<file path="src/rtl/multi_channel_pulser.sv">
// multi_channel_pulser
// Turns CH raw push-button pins into clean press events. Each channel is
// handled independently: synchroniser chain, debounce filter, edge-mode
// select and an optional hold-to-auto-repeat state machine.
//
// Ports:
//   clk          system clock, all logic on the rising edge
//   rst          synchronous active-high reset
//   btn_i        raw asynchronous button levels, bit n = channel n
//   level_o      debounced level per channel
//   pulse_o      registered one-cycle event pulse per channel
//   any_pulse_o  OR of pulse_o
module multi_channel_pulser #(
  parameter int CH            = 4,
  parameter int SYNC_STAGES   = 2,
  parameter int DB_CYCLES     = 4,
  parameter int EDGE_MODE     = 0,
  parameter int REPEAT_EN     = 0,
  parameter int REPEAT_DELAY  = 16,
  parameter int REPEAT_PERIOD = 4
) (
  input  logic          clk,
  input  logic          rst,
  input  logic [CH-1:0] btn_i,
  output logic [CH-1:0] level_o,
  output logic [CH-1:0] pulse_o,
  output logic          any_pulse_o
);

  // Counter widths; a limit of 1 still needs a 1-bit counter.
  localparam int DB_W   = (DB_CYCLES > 1) ? $clog2(DB_CYCLES) : 1;
  localparam int RP_MAX = (REPEAT_DELAY > REPEAT_PERIOD) ? REPEAT_DELAY : REPEAT_PERIOD;
  localparam int RP_W   = (RP_MAX > 1) ? $clog2(RP_MAX) : 1;

  localparam logic [DB_W-1:0] DB_LAST     = DB_W'(DB_CYCLES - 1);
  localparam logic [RP_W-1:0] DELAY_LAST  = RP_W'(REPEAT_DELAY - 1);
  localparam logic [RP_W-1:0] PERIOD_LAST = RP_W'(REPEAT_PERIOD - 1);

  // Level that counts as "pressed": low only in falling-edge mode.
  localparam logic ACTIVE = (EDGE_MODE == 1) ? 1'b0 : 1'b1;

  localparam logic [1:0] ST_IDLE   = 2'd0;
  localparam logic [1:0] ST_DELAY  = 2'd1;
  localparam logic [1:0] ST_REPEAT = 2'd2;

  genvar gi;

  if (CH < 1 || SYNC_STAGES < 1 || DB_CYCLES < 1 || EDGE_MODE < 0 || EDGE_MODE > 2 ||
      REPEAT_DELAY < 1 || REPEAT_PERIOD < 1) begin : g_param_error
    $error("multi_channel_pulser: illegal parameter value");
  end

  // Synchroniser: one CH-wide register per stage.
  logic [CH-1:0] sync_reg [SYNC_STAGES];

  for (gi = 0; gi < SYNC_STAGES; gi++) begin : g_sync
    if (gi == 0) begin : g_first
      always_ff @(posedge clk) begin
        if (rst) sync_reg[gi] <= '0;
        else     sync_reg[gi] <= btn_i;
      end
    end else begin : g_next
      always_ff @(posedge clk) begin
        if (rst) sync_reg[gi] <= '0;
        else     sync_reg[gi] <= sync_reg[gi-1];
      end
    end
  end

  for (gi = 0; gi < CH; gi++) begin : g_ch
    logic            s;
    logic [DB_W-1:0] db_cnt_reg;
    logic            level_reg;
    logic            change;
    logic            edge_evt;
    logic            enter_active;
    logic            leave_active;
    logic [1:0]      state_reg, state_next;
    logic [RP_W-1:0] rp_cnt_reg, rp_cnt_next;
    logic            rep_evt;
    logic            pulse_reg;

    assign s = sync_reg[SYNC_STAGES-1][gi];

    // Accept s only after it has differed from the level for DB_CYCLES
    // consecutive cycles; any return to the level restarts the count.
    assign change = (s != level_reg) && (db_cnt_reg == DB_LAST);

    always_ff @(posedge clk) begin
      if (rst) begin
        db_cnt_reg <= '0;
        level_reg  <= 1'b0;
      end else if (s == level_reg) begin
        db_cnt_reg <= '0;
      end else if (change) begin
        level_reg  <= s;
        db_cnt_reg <= '0;
      end else begin
        db_cnt_reg <= db_cnt_reg + DB_W'(1);
      end
    end

    // s is the new level whenever change is high.
    assign enter_active = change && (s == ACTIVE);
    assign leave_active = change && (s != ACTIVE);
    assign edge_evt     = (EDGE_MODE == 2) ? change : enter_active;

    // Auto-repeat. A release has priority over a repeat scheduled for the
    // same edge, so the repeat is dropped rather than fired late.
    always_comb begin
      state_next  = state_reg;
      rp_cnt_next = rp_cnt_reg;
      rep_evt     = 1'b0;
      if (REPEAT_EN == 0) begin
        state_next  = ST_IDLE;
        rp_cnt_next = '0;
      end else if (leave_active) begin
        state_next  = ST_IDLE;
        rp_cnt_next = '0;
      end else if (enter_active) begin
        state_next  = ST_DELAY;
        rp_cnt_next = '0;
      end else begin
        case (state_reg)
          ST_DELAY: begin
            if (rp_cnt_reg == DELAY_LAST) begin
              rep_evt     = 1'b1;
              rp_cnt_next = '0;
              state_next  = ST_REPEAT;
            end else begin
              rp_cnt_next = rp_cnt_reg + RP_W'(1);
            end
          end
          ST_REPEAT: begin
            if (rp_cnt_reg == PERIOD_LAST) begin
              rep_evt     = 1'b1;
              rp_cnt_next = '0;
            end else begin
              rp_cnt_next = rp_cnt_reg + RP_W'(1);
            end
          end
          default: begin
            state_next  = ST_IDLE;
            rp_cnt_next = '0;
          end
        endcase
      end
    end

    always_ff @(posedge clk) begin
      if (rst) begin
        state_reg  <= ST_IDLE;
        rp_cnt_reg <= '0;
        pulse_reg  <= 1'b0;
      end else begin
        state_reg  <= state_next;
        rp_cnt_reg <= rp_cnt_next;
        pulse_reg  <= edge_evt | rep_evt;
      end
    end

    assign level_o[gi] = level_reg;
    assign pulse_o[gi] = pulse_reg;
  end

  assign any_pulse_o = |pulse_o;

endmodule

</file>
<file path="config.mk">
export PLATFORM = sky130hd
export DESIGN_NAME = multi_channel_pulser
export DESIGN_NICKNAME = d
export VERILOG_FILES = /design/src/rtl/multi_channel_pulser.sv
export SDC_FILE = /design/constraint.sdc
export NUM_CORES = 1
export LEC_CHECK = 0
export CAP_MARGIN = 40
export CORE_MARGIN = 2
export CORE_UTILIZATION = 45
export DETAILED_ROUTE_END_ITERATION = 8
export GPL_ROUTABILITY_DRIVEN = 0
export PLACE_DENSITY = 0.69
export SLEW_MARGIN = 5
export SYNTH_ARGS = -nofsm -noshare
export SYNTH_HDL_FRONTEND = slang
export SYNTH_SLANG_ARGS = --single-unit
</file>
<file path="constraint.sdc">
create_clock -name clk -period 1.2 [get_ports clk]
set_input_delay 0.36 -clock clk [delete_from_list [all_inputs] [get_ports clk]]
set_output_delay 0.36 -clock clk [all_outputs]
set_load 0.02 [all_outputs]
</file>
==> results of run 1 <==
==> kinds of logic (layout without fill, tap and decap cells) <==
family | after synthesis | in the layout | synth area share
and+or+nand+nor | 25 | 25 | 0.240
DFF | 24 | 24 | 0.539
buffers and inverters | 10 | 25 | 0.0813
adders and majority gates | 4 | 4 | 0.0561
xor gates and xnor gates | 4 | 4 | 0.0393
muxes | 4 | 4 | 0.0449
==> power breakdown <==
group / internal, mW / switching, mW
Sequential: 0.813 / 0.00822
Clock: 0.185 / 0.224
Combinational: 0.0351 / 0.0215
==> final cells by class <==
cell class,instances,area share
repair buffers,21,0.162
multi-input cells,37,0.319
clock buffers,4,0.0338
flip-flops and latches,24,0.454
well taps,27,0.0314
==> per-layer routing <==
layer	track usage	vias to the layer above	wire, um
li1	-	272	-
met1	0.121	236	509
met2	0.206	11	551
met3	0.0247	2	55
met4	0.0857	0	13
met5	0	-	0
==> path summary, 6_finish.rpt <==
kind,start,slack (ns),end,cells past startpoint
max,g_ch[1].pulse_reg,-0.47,any_pulse_o,2
min,g_ch[2].db_cnt_reg[0],0.43,g_ch[2].db_cnt_reg[0],1
max reg2reg,g_ch[0].db_cnt_reg[0],0.17,g_ch[0].level_reg,3
min reg2reg,g_ch[2].db_cnt_reg[0],0.43,g_ch[2].db_cnt_reg[0],1
==> per-stage QoR <==
| stage | setup slack [ns] | total power, mW | TNS (ns) |
|---|---|---|---|
| 6_report | -0.467 | 1.29 | -0.467 |
| 5_1_grt | -0.506 | 1.35 | -0.513 |
| 4_1_cts | -0.488 | 1.31 | -0.825 |
| 3_5_place_dp | -0.517 | 0.898 | -5.31 |
| 3_3_place_gp | -0.499 | 0.896 | -5.39 |
| 2_1_floorplan | -0.0151 | 0.870 | -0.0151 |
==> timing repair <==
action / in CTS / in global routing
pin swaps: 1 / 1
gates resized for setup: 34 / 18
setup endpoints to repair: 9 / 10
==> critical path, stage by stage, from the launching register on <==
cell	delay, ns
dfxtp_2	0.34
or4_4	0.52
buf_6	0.15
==> layout by cell type, fill, tap and decap left out <==
master,instances
and4bb_2,4
or4_4,1
nor4_1,3
nor4b_2,4
dfxtp_1,18
clkbuf_4,3
buf_4,14
buf_2,1
buf_6,1
nor2b_1,8
ha_1,4
xnor2_1,4
clkbuf_8,1
clkdlybuf4s50_1,4
mux2i_1,4
nor4_2,1
dfxtp_2,6
nor2_1,4
dlymetal6s2s_1,1
==> summary.txt, run 1 <==
Status
  • Status: finished with violations
  • Violated checks: negative setup slack

Setup path
  • CP Class: register to output pin
  • Worst setup SP type: register
  • Arr. time, crit path: 1.31 ns
  • CP Data Required Time: 0.84 ns
  • Crit Path Max Fanout: 2
  • CP endpoint kind: output pin

Layout
  • Post-layout util: 0.559
  • Ant. Diodes: 0
  • Register Area: 488 um^2
  • Multi-input logic area: 343 um^2
  • Layout cells sized above 1: 0.419
  • Final nets: 97
  • P&R area growth vs syn: 20.5%
  • Fill cells: 179
  • Final Non-Filler Cells: 113
  • Design area: 0.00107 mm^2

Synth
  • Syn Area/Cell: 12.6 um^2
  • Ys async rst share: 0
  • Prevailing post-synth register cell: dfxtp_1
  • Synth area leaders: dfxtp_1, buf_4, nor4b_2
  • Cells after synthesis: 71
  • Sequential element share of the synthesized area: 0.539
  • Synth Cell Area: 892 um^2
  • Most numerous cell in the Yosys netlist: dfxtp_1
  • FF+latch count, synth: 24
  • Yosys cell types: 13
  • Share of the synthesized area in the top cell type: 0.539
  • Area leader, netlist: dfxtp_1
  • Commonest cells in the netlist: dfxtp_1, buf_4, nor2b_1
  • Post-synth EDFFs: 0
  • Yosys warns: 0
  • Syn Nets: 81

Die
  • Core ar.: 0.00192 mm^2
  • Initial core utilization: 0.464
  • # rows: 16
  • I/O pins: 15
  • Die ar.: 0.00235 mm^2
  • Die width: 48.5 um
  • Die Height: 48.5 um

Timing
  • Clock Skew: 0.00514 ns
  • Max-slew headroom: 0.823
  • RSZ-0062 raised after global routing: true
  • Final Hold Fails: 0
  • Setup ws final: -0.467 ns
  • WHS: 0.433 ns
  • Setup violators final: 1
  • Final Max Slew Viols: 0
  • Slew @ Worst Pin: 0.263 ns
  • Maximum clock frequency: 600 MHz
  • Fin crit period: 1.67 ns
  • Tcrit/Tclk final: 1.39

Power
  • Cell Pwr Density: 1200 mW/mm^2
  • Static leakage: 0.441 nW
  • Maximum VDD drop: 546 uV

Clock tree
  • Clock transition at the registers of the reported paths: 0.12 ns
  • Hold buffer count at cts: 0
  • H-tree lvl count: 1
  • CTS sink cnt: 24
  • Postcts setup bufs: 0
  • Skew-Pair Late Insertion Delay: 0.31 ns
  • Clock Tree Root: clkbuf_4
  • CTS Buffer Depth: 2
  • CTS tree: built
  • TritonCTS Buffers: 3

Drt
  • Routed length per instance: 9.99 um
  • Drt total wl: 1130 um
  • DRC errors left: 0
  • Detailed Routing Iterations Pass 1: 2
  • Initial DRC count: 3
  • Total number of vias: 521
  • Post-route ant nets: 0
  • Vias/cell: 4.61

GRT
  • Vias in the first global route: 544
  • First-pass GRT wire length: 2150 um
  • Total GRT Usage: 0.116
  • Largest net degree at the start of global routing: 15
  • Initial antenna violation count: 0
  • Total gr overflow: 0

Placement
  • Area after DPL: 0.00105 mm^2
  • I/O Buffers: 14
  • Placed Instances: 109
  • HPWL Detailed: 871 um

Flow run
  • Maximum Capacitance Violations: 0

Hold path
  • Tightest Hold Check Type: register to register
No activity file was read; power rests on OpenSTA's default activity.
==> inputs of run 2 (changes only) <==
--- a/config.mk
+++ b/config.mk
@@ -6,7 +6,7 @@
 export NUM_CORES = 1
 export LEC_CHECK = 0
 export CAP_MARGIN = 40
-export CORE_MARGIN = 2
+export CORE_MARGIN = 3
 export CORE_UTILIZATION = 45
 export DETAILED_ROUTE_END_ITERATION = 8
 export GPL_ROUTABILITY_DRIVEN = 0
==> summary.txt, run 2 (synthesis gave the netlist of run 1 again) <==
Status
  • Status: finished with violations
  • Violated checks: negative setup slack

GRT
  • Total gr overflow: 0
  • Largest net degree at the start of global routing: 21
  • Total GRT Usage: 0.107
  • Vias in the first global route: 487
  • Initial antenna violation count: 0
  • First-pass GRT wire length: 2040 um

Drt
  • Drt total wl: 1240 um
  • Initial DRC count: 4
  • Post-route ant nets: 0
  • Routed length per instance: 11.2 um
  • DRC errors left: 0
  • Total number of vias: 525
  • Vias/cell: 4.73
  • Detailed Routing Iterations Pass 1: 2

Layout
  • Final nets: 97
  • Most frequent cells in the layout: dfxtp_1, buf_4, nor2b_1
  • Ant. Diodes: 0
  • Design area: 0.00109 mm^2
  • Commonest non-fill, non-tap cell in the layout: dfxtp_1
  • Layout cells sized above 1: 0.395
  • P&R area growth vs syn: 22.4%
  • Post-layout util: 0.606
  • Register Area: 487 um^2
  • Fill cells: 174
  • Multi-input logic area: 343 um^2
  • Final Non-Filler Cells: 111

Setup path
  • CP endpoint kind: output pin
  • CP Class: register to output pin
  • Arr. time, crit path: 1.30 ns
  • CP Data Required Time: 0.84 ns
  • Worst setup SP type: register
  • Reg-to-Reg Start: g_ch[0].db_cnt_reg[0]
  • Max incr delay on CP: 0.52 ns
  • Setup slack, reg-to-reg: 0.18 ns
  • Crit Path Max Fanout: 2
  • Slowest stage cell on the critical path: or4_4
  • Register-to-Register Path Depth: 3
  • Cell breakdown of the critical path: or4_4 > buf_6
  • Reg2reg end: g_ch[0].level_reg

Placement
  • Placed Instances: 107
  • Area after DPL: 0.00106 mm^2
  • Dpl ws: -0.526 ns
  • HPWL Detailed: 892 um
  • I/O Buffers: 14

Hold path
  • Hold endpoint: g_ch[1].db_cnt_reg[0]
  • Tightest Hold Check Type: register to register
  • HP Start: g_ch[1].db_cnt_reg[0]
  • Hold depth: 1

Die
  • Core ar.: 0.00180 mm^2
  • Die ar.: 0.00255 mm^2
  • Die Height: 50.5 um
  • # rows: 15
  • I/O pins: 15
  • Initial core utilization: 0.495
  • Die width: 50.5 um

Clock tree
  • Postcts setup bufs: 0
  • CTS tree: built
  • TritonCTS Buffers: 3
  • Clock transition at the registers of the reported paths: 0.12 ns
  • Hold buffer count at cts: 0
  • H-tree lvl count: 1
  • CTS sink cnt: 24
  • Clock Tree Root: clkbuf_4
  • CTS Buffer Depth: 2
  • Skew-Pair Late Insertion Delay: 0.30 ns

Timing
  • Max-slew headroom: 0.804
  • Tcrit/Tclk final: 1.39
  • Final Hold Fails: 0
  • Final Max Slew Viols: 0
  • Setup ws final: -0.462 ns
  • Final setup TNS: -0.653 ns
  • Clock Skew: 0.000951 ns
  • Maximum clock frequency: 602 MHz
  • Fin crit period: 1.66 ns
  • Slew @ Worst Pin: 0.291 ns
  • WHS: 0.438 ns
  • Setup violators final: 3
  • RSZ-0062 raised after global routing: true

Power
  • Static leakage: 0.441 nW
  • Pwr Total: 1.29 mW
  • Maximum VDD drop: 896 uV
  • Cell Pwr Density: 1180 mW/mm^2

Flow run
  • Maximum Capacitance Violations: 0
[run 2: metal layers]
layer | global-route usage | up-vias | wire (um)
met5 | 0 | - | 0
met4 | 0.0404 | 0 | 12
met3 | 0.0593 | 2 | 79
met2 | 0.180 | 12 | 627
met1 | 0.110 | 242 | 518
li1 | - | 269 | -
[run 2: timing repair]
action / 4_1_cts / 5_1_grt
pin swaps: 1 / 0
resized for setup: 41 / 8
setup endpoints to repair: 9 / 9
[run 2: layout make-up]
class / count / share of cell area
multi-input cells: 37 / 0.314
well taps: 25 / 0.0286
flip-flops and latches: 24 / 0.446
clock buffers: 4 / 0.0332
repair buffers: 21 / 0.179
[run 2: worst max path at each step]
stage,slack [ns],start,end,cells past startpoint
2_1_floorplan,-0.02,g_ch[1].pulse_reg,any_pulse_o,1
3_3_place_gp,-0.50,g_ch[1].pulse_reg,any_pulse_o,2
3_5_place_dp,-0.53,g_ch[1].pulse_reg,any_pulse_o,2
4_1_cts,-0.49,g_ch[2].pulse_reg,any_pulse_o,2
5_1_grt,-0.50,g_ch[2].pulse_reg,any_pulse_o,2
6_report,-0.46,g_ch[2].pulse_reg,any_pulse_o,2
[run 2: critical path: cells and delay by family, from the launching register on]
family / cells / cell delay [ns]
AND/OR/NAND/NOR: 1 / 0.52
flip-flops: 1 / 0.33
buffers and inverters: 1 / 0.15
[run 2: where the power goes]
group | leakage [nW] | internal, mW | switching (mW)
sequential | 0.198 | 0.813 | 0.00823
combinational | 0.222 | 0.0380 | 0.0231
clock | 0.0210 | 0.185 | 0.220
total | 0.441 | 1.04 | 0.252
==> inputs of run 3 (changes only) <==
--- a/config.mk
+++ b/config.mk
@@ -8,6 +8,8 @@
 export CAP_MARGIN = 40
 export CORE_MARGIN = 3
 export CORE_UTILIZATION = 45
+export CTS_BUF_LIST = sky130_fd_sc_hd__clkbuf_16
+export CTS_CLUSTER_SIZE = 40
 export DETAILED_ROUTE_END_ITERATION = 8
 export GPL_ROUTABILITY_DRIVEN = 0
 export PLACE_DENSITY = 0.69
==> summary.txt, run 3 (synthesis gave the netlist of run 1 again) <==
Timing
  • Setup ws final: -0.400 ns
  • Slew @ Worst Pin: 0.292 ns
  • RSZ-0062 raised after global routing: true
  • Final Max Slew Viols: 0
  • Tcrit/Tclk final: 1.33
  • Maximum clock frequency: 625 MHz
  • Final Hold Fails: 0
  • Final setup TNS: -0.471 ns
  • Clock Skew: 0.00146 ns
  • Max-slew headroom: 0.804
  • Fin crit period: 1.60 ns
  • Setup violators final: 2

Clock tree
  • Clock transition at the registers of the reported paths: 0.06 ns
  • Clock Tree Root: clkbuf_16
  • TritonCTS Buffers: 3
  • CTS Buffer Depth: 2
  • H-tree lvl count: 1
  • CTS tree: built
  • Hold buffer count at cts: 0
  • Skew-Pair Late Insertion Delay: 0.25 ns
  • CTS sink cnt: 24

Setup path
  • Slowest stage cell on the critical path: or4_4
  • CP endpoint kind: output pin
  • Max incr delay on CP: 0.53 ns
  • CP Data Required Time: 0.84 ns
  • Register-to-Register Path Depth: 3
  • Crit Path Max Fanout: 2
  • CP Class: register to output pin
  • Cell breakdown of the critical path: or4_4 > buf_6
  • Worst setup SP type: register
  • Arr. time, crit path: 1.24 ns

Power
  • Pint: 1.30 mW
  • Static leakage: 0.457 nW
  • Sw Ratio: 0.184
  • Seq pwr share: 0.517
  • Cell Pwr Density: 1430 mW/mm^2
  • Switching power: 0.291 mW
  • Power share of the clock group: 0.444
  • Gate power share: 0.038
  • Maximum VDD drop: 1340 uV

Drt
  • Routed length per instance: 11.3 um
  • Vias/cell: 4.77
  • Total number of vias: 530
  • Detailed Routing Iterations Pass 1: 2
  • Initial DRC count: 2
  • DRC errors left: 0
  • Drt total wl: 1250 um
  • Post-route ant nets: 0

GRT
  • Vias in the first global route: 486
  • First-pass GRT wire length: 2090 um
  • Initial antenna violation count: 0
  • Total GRT Usage: 0.113
  • Largest net degree at the start of global routing: 21
  • Total gr overflow: 0

Flow run
  • Maximum Capacitance Violations: 0

Status
  • Violated checks: negative setup slack
  • Status: finished with violations

Layout
  • P&R area growth vs syn: 24.7%
  • Layout cells sized above 1: 0.349
  • Most frequent cells in the layout: dfxtp_1, nor2b_1, buf_2, buf_4, clkdlybuf4s50_1
  • Ant. Diodes: 0
  • Final nets: 97
  • Commonest non-fill, non-tap cell in the layout: dfxtp_1

Hold path
  • Hold depth: 1
  • Tightest Hold Check Type: register to register

Placement
  • HPWL Detailed: 892 um
  • Dpl ws: -0.526 ns
  • I/O Buffers: 14

Die
  • Die ar.: 0.00255 mm^2
  • Core ar.: 0.00180 mm^2
  • # rows: 15
  • Die Height: 50.5 um
  • Initial core utilization: 0.495
  • Die width: 50.5 um
  • I/O pins: 15
-- run 3: cell types whose count changed in the layout (fill, tap and decap cells not counted) --
cell	previous run	this run
buf_6	3	2
clkinv_1	0	1
clkbuf_4	3	0
dfxtp_2	5	2
buf_4	11	6
buf_2	0	6
clkbuf_16	0	3
dfxtp_1	19	22
clkbuf_8	1	0
-- run 3: through the flow --
step	utilization	cells	total power, mW	cell area [um^2]	hold WS [ns]
after floorplan	-	71	0.870	896	0.407
after CTS	0.621	111	1.61	1120	0.433
final	0.617	111	1.59	1110	0.429
after detailed placement	0.588	107	0.901	1060	0.425
after global routing	0.617	111	1.64	1110	0.447
after global placement	0.588	107	0.899	1060	0.415
-- run 3: worst max-delay path, delay by kind of cell, from the launching register on --
kind	cells	cell delay (ns)
AND/OR/NAND/NOR	1	0.53
buffers and inverters	1	0.15
flip-flops	1	0.31
-- run 3: area by class of cell --
class | instances | area [um^2]
Clock buffer | 3 | 75.1
Clock inverter | 1 | 3.75
Fill cell | 168 | 689
Multi-Input combinational cell | 37 | 343
Sequential cell | 24 | 483
Tap cell | 25 | 31.3
Timing Repair Buffer | 21 | 176
-- run 3: worst paths after layout --
check                         from               endpoint  slack [ns]
min          g_ch[1].db_cnt_reg[0]  g_ch[1].db_cnt_reg[0]        0.43
max reg2reg  g_ch[0].db_cnt_reg[0]      g_ch[0].level_reg        0.21
max              g_ch[2].pulse_reg            any_pulse_o       -0.40
min reg2reg  g_ch[1].db_cnt_reg[0]  g_ch[1].db_cnt_reg[0]        0.43
-- run 3: repair_timing --
action | CTS | global route
gates resized for setup | 38 | 1
setup buffers | 0 | 0
pin swaps | 1 | 0
setup endpoints to repair | 9 | 3
-- run 3: layer usage --
metal  GRT usage  vias to the layer above  share of wire
li1            -                      269              -
met1       0.118                      247           0.43
met2       0.178                       12           0.48
met3      0.0504                        2          0.069
met4      0.0807                        0          0.017
met5           0                        -              0
-- run 3: power groups by stage --
stage / Sequential [mW] / Clock, mW / Combinational, mW
floorplan: 0.837 / 0 / 0.0328
global placement: 0.839 / 0 / 0.0601
detailed placement: 0.839 / 0 / 0.0614
CTS: 0.821 / 0.725 / 0.0615
global route: 0.823 / 0.755 / 0.0668
finish: 0.821 / 0.705 / 0.0609
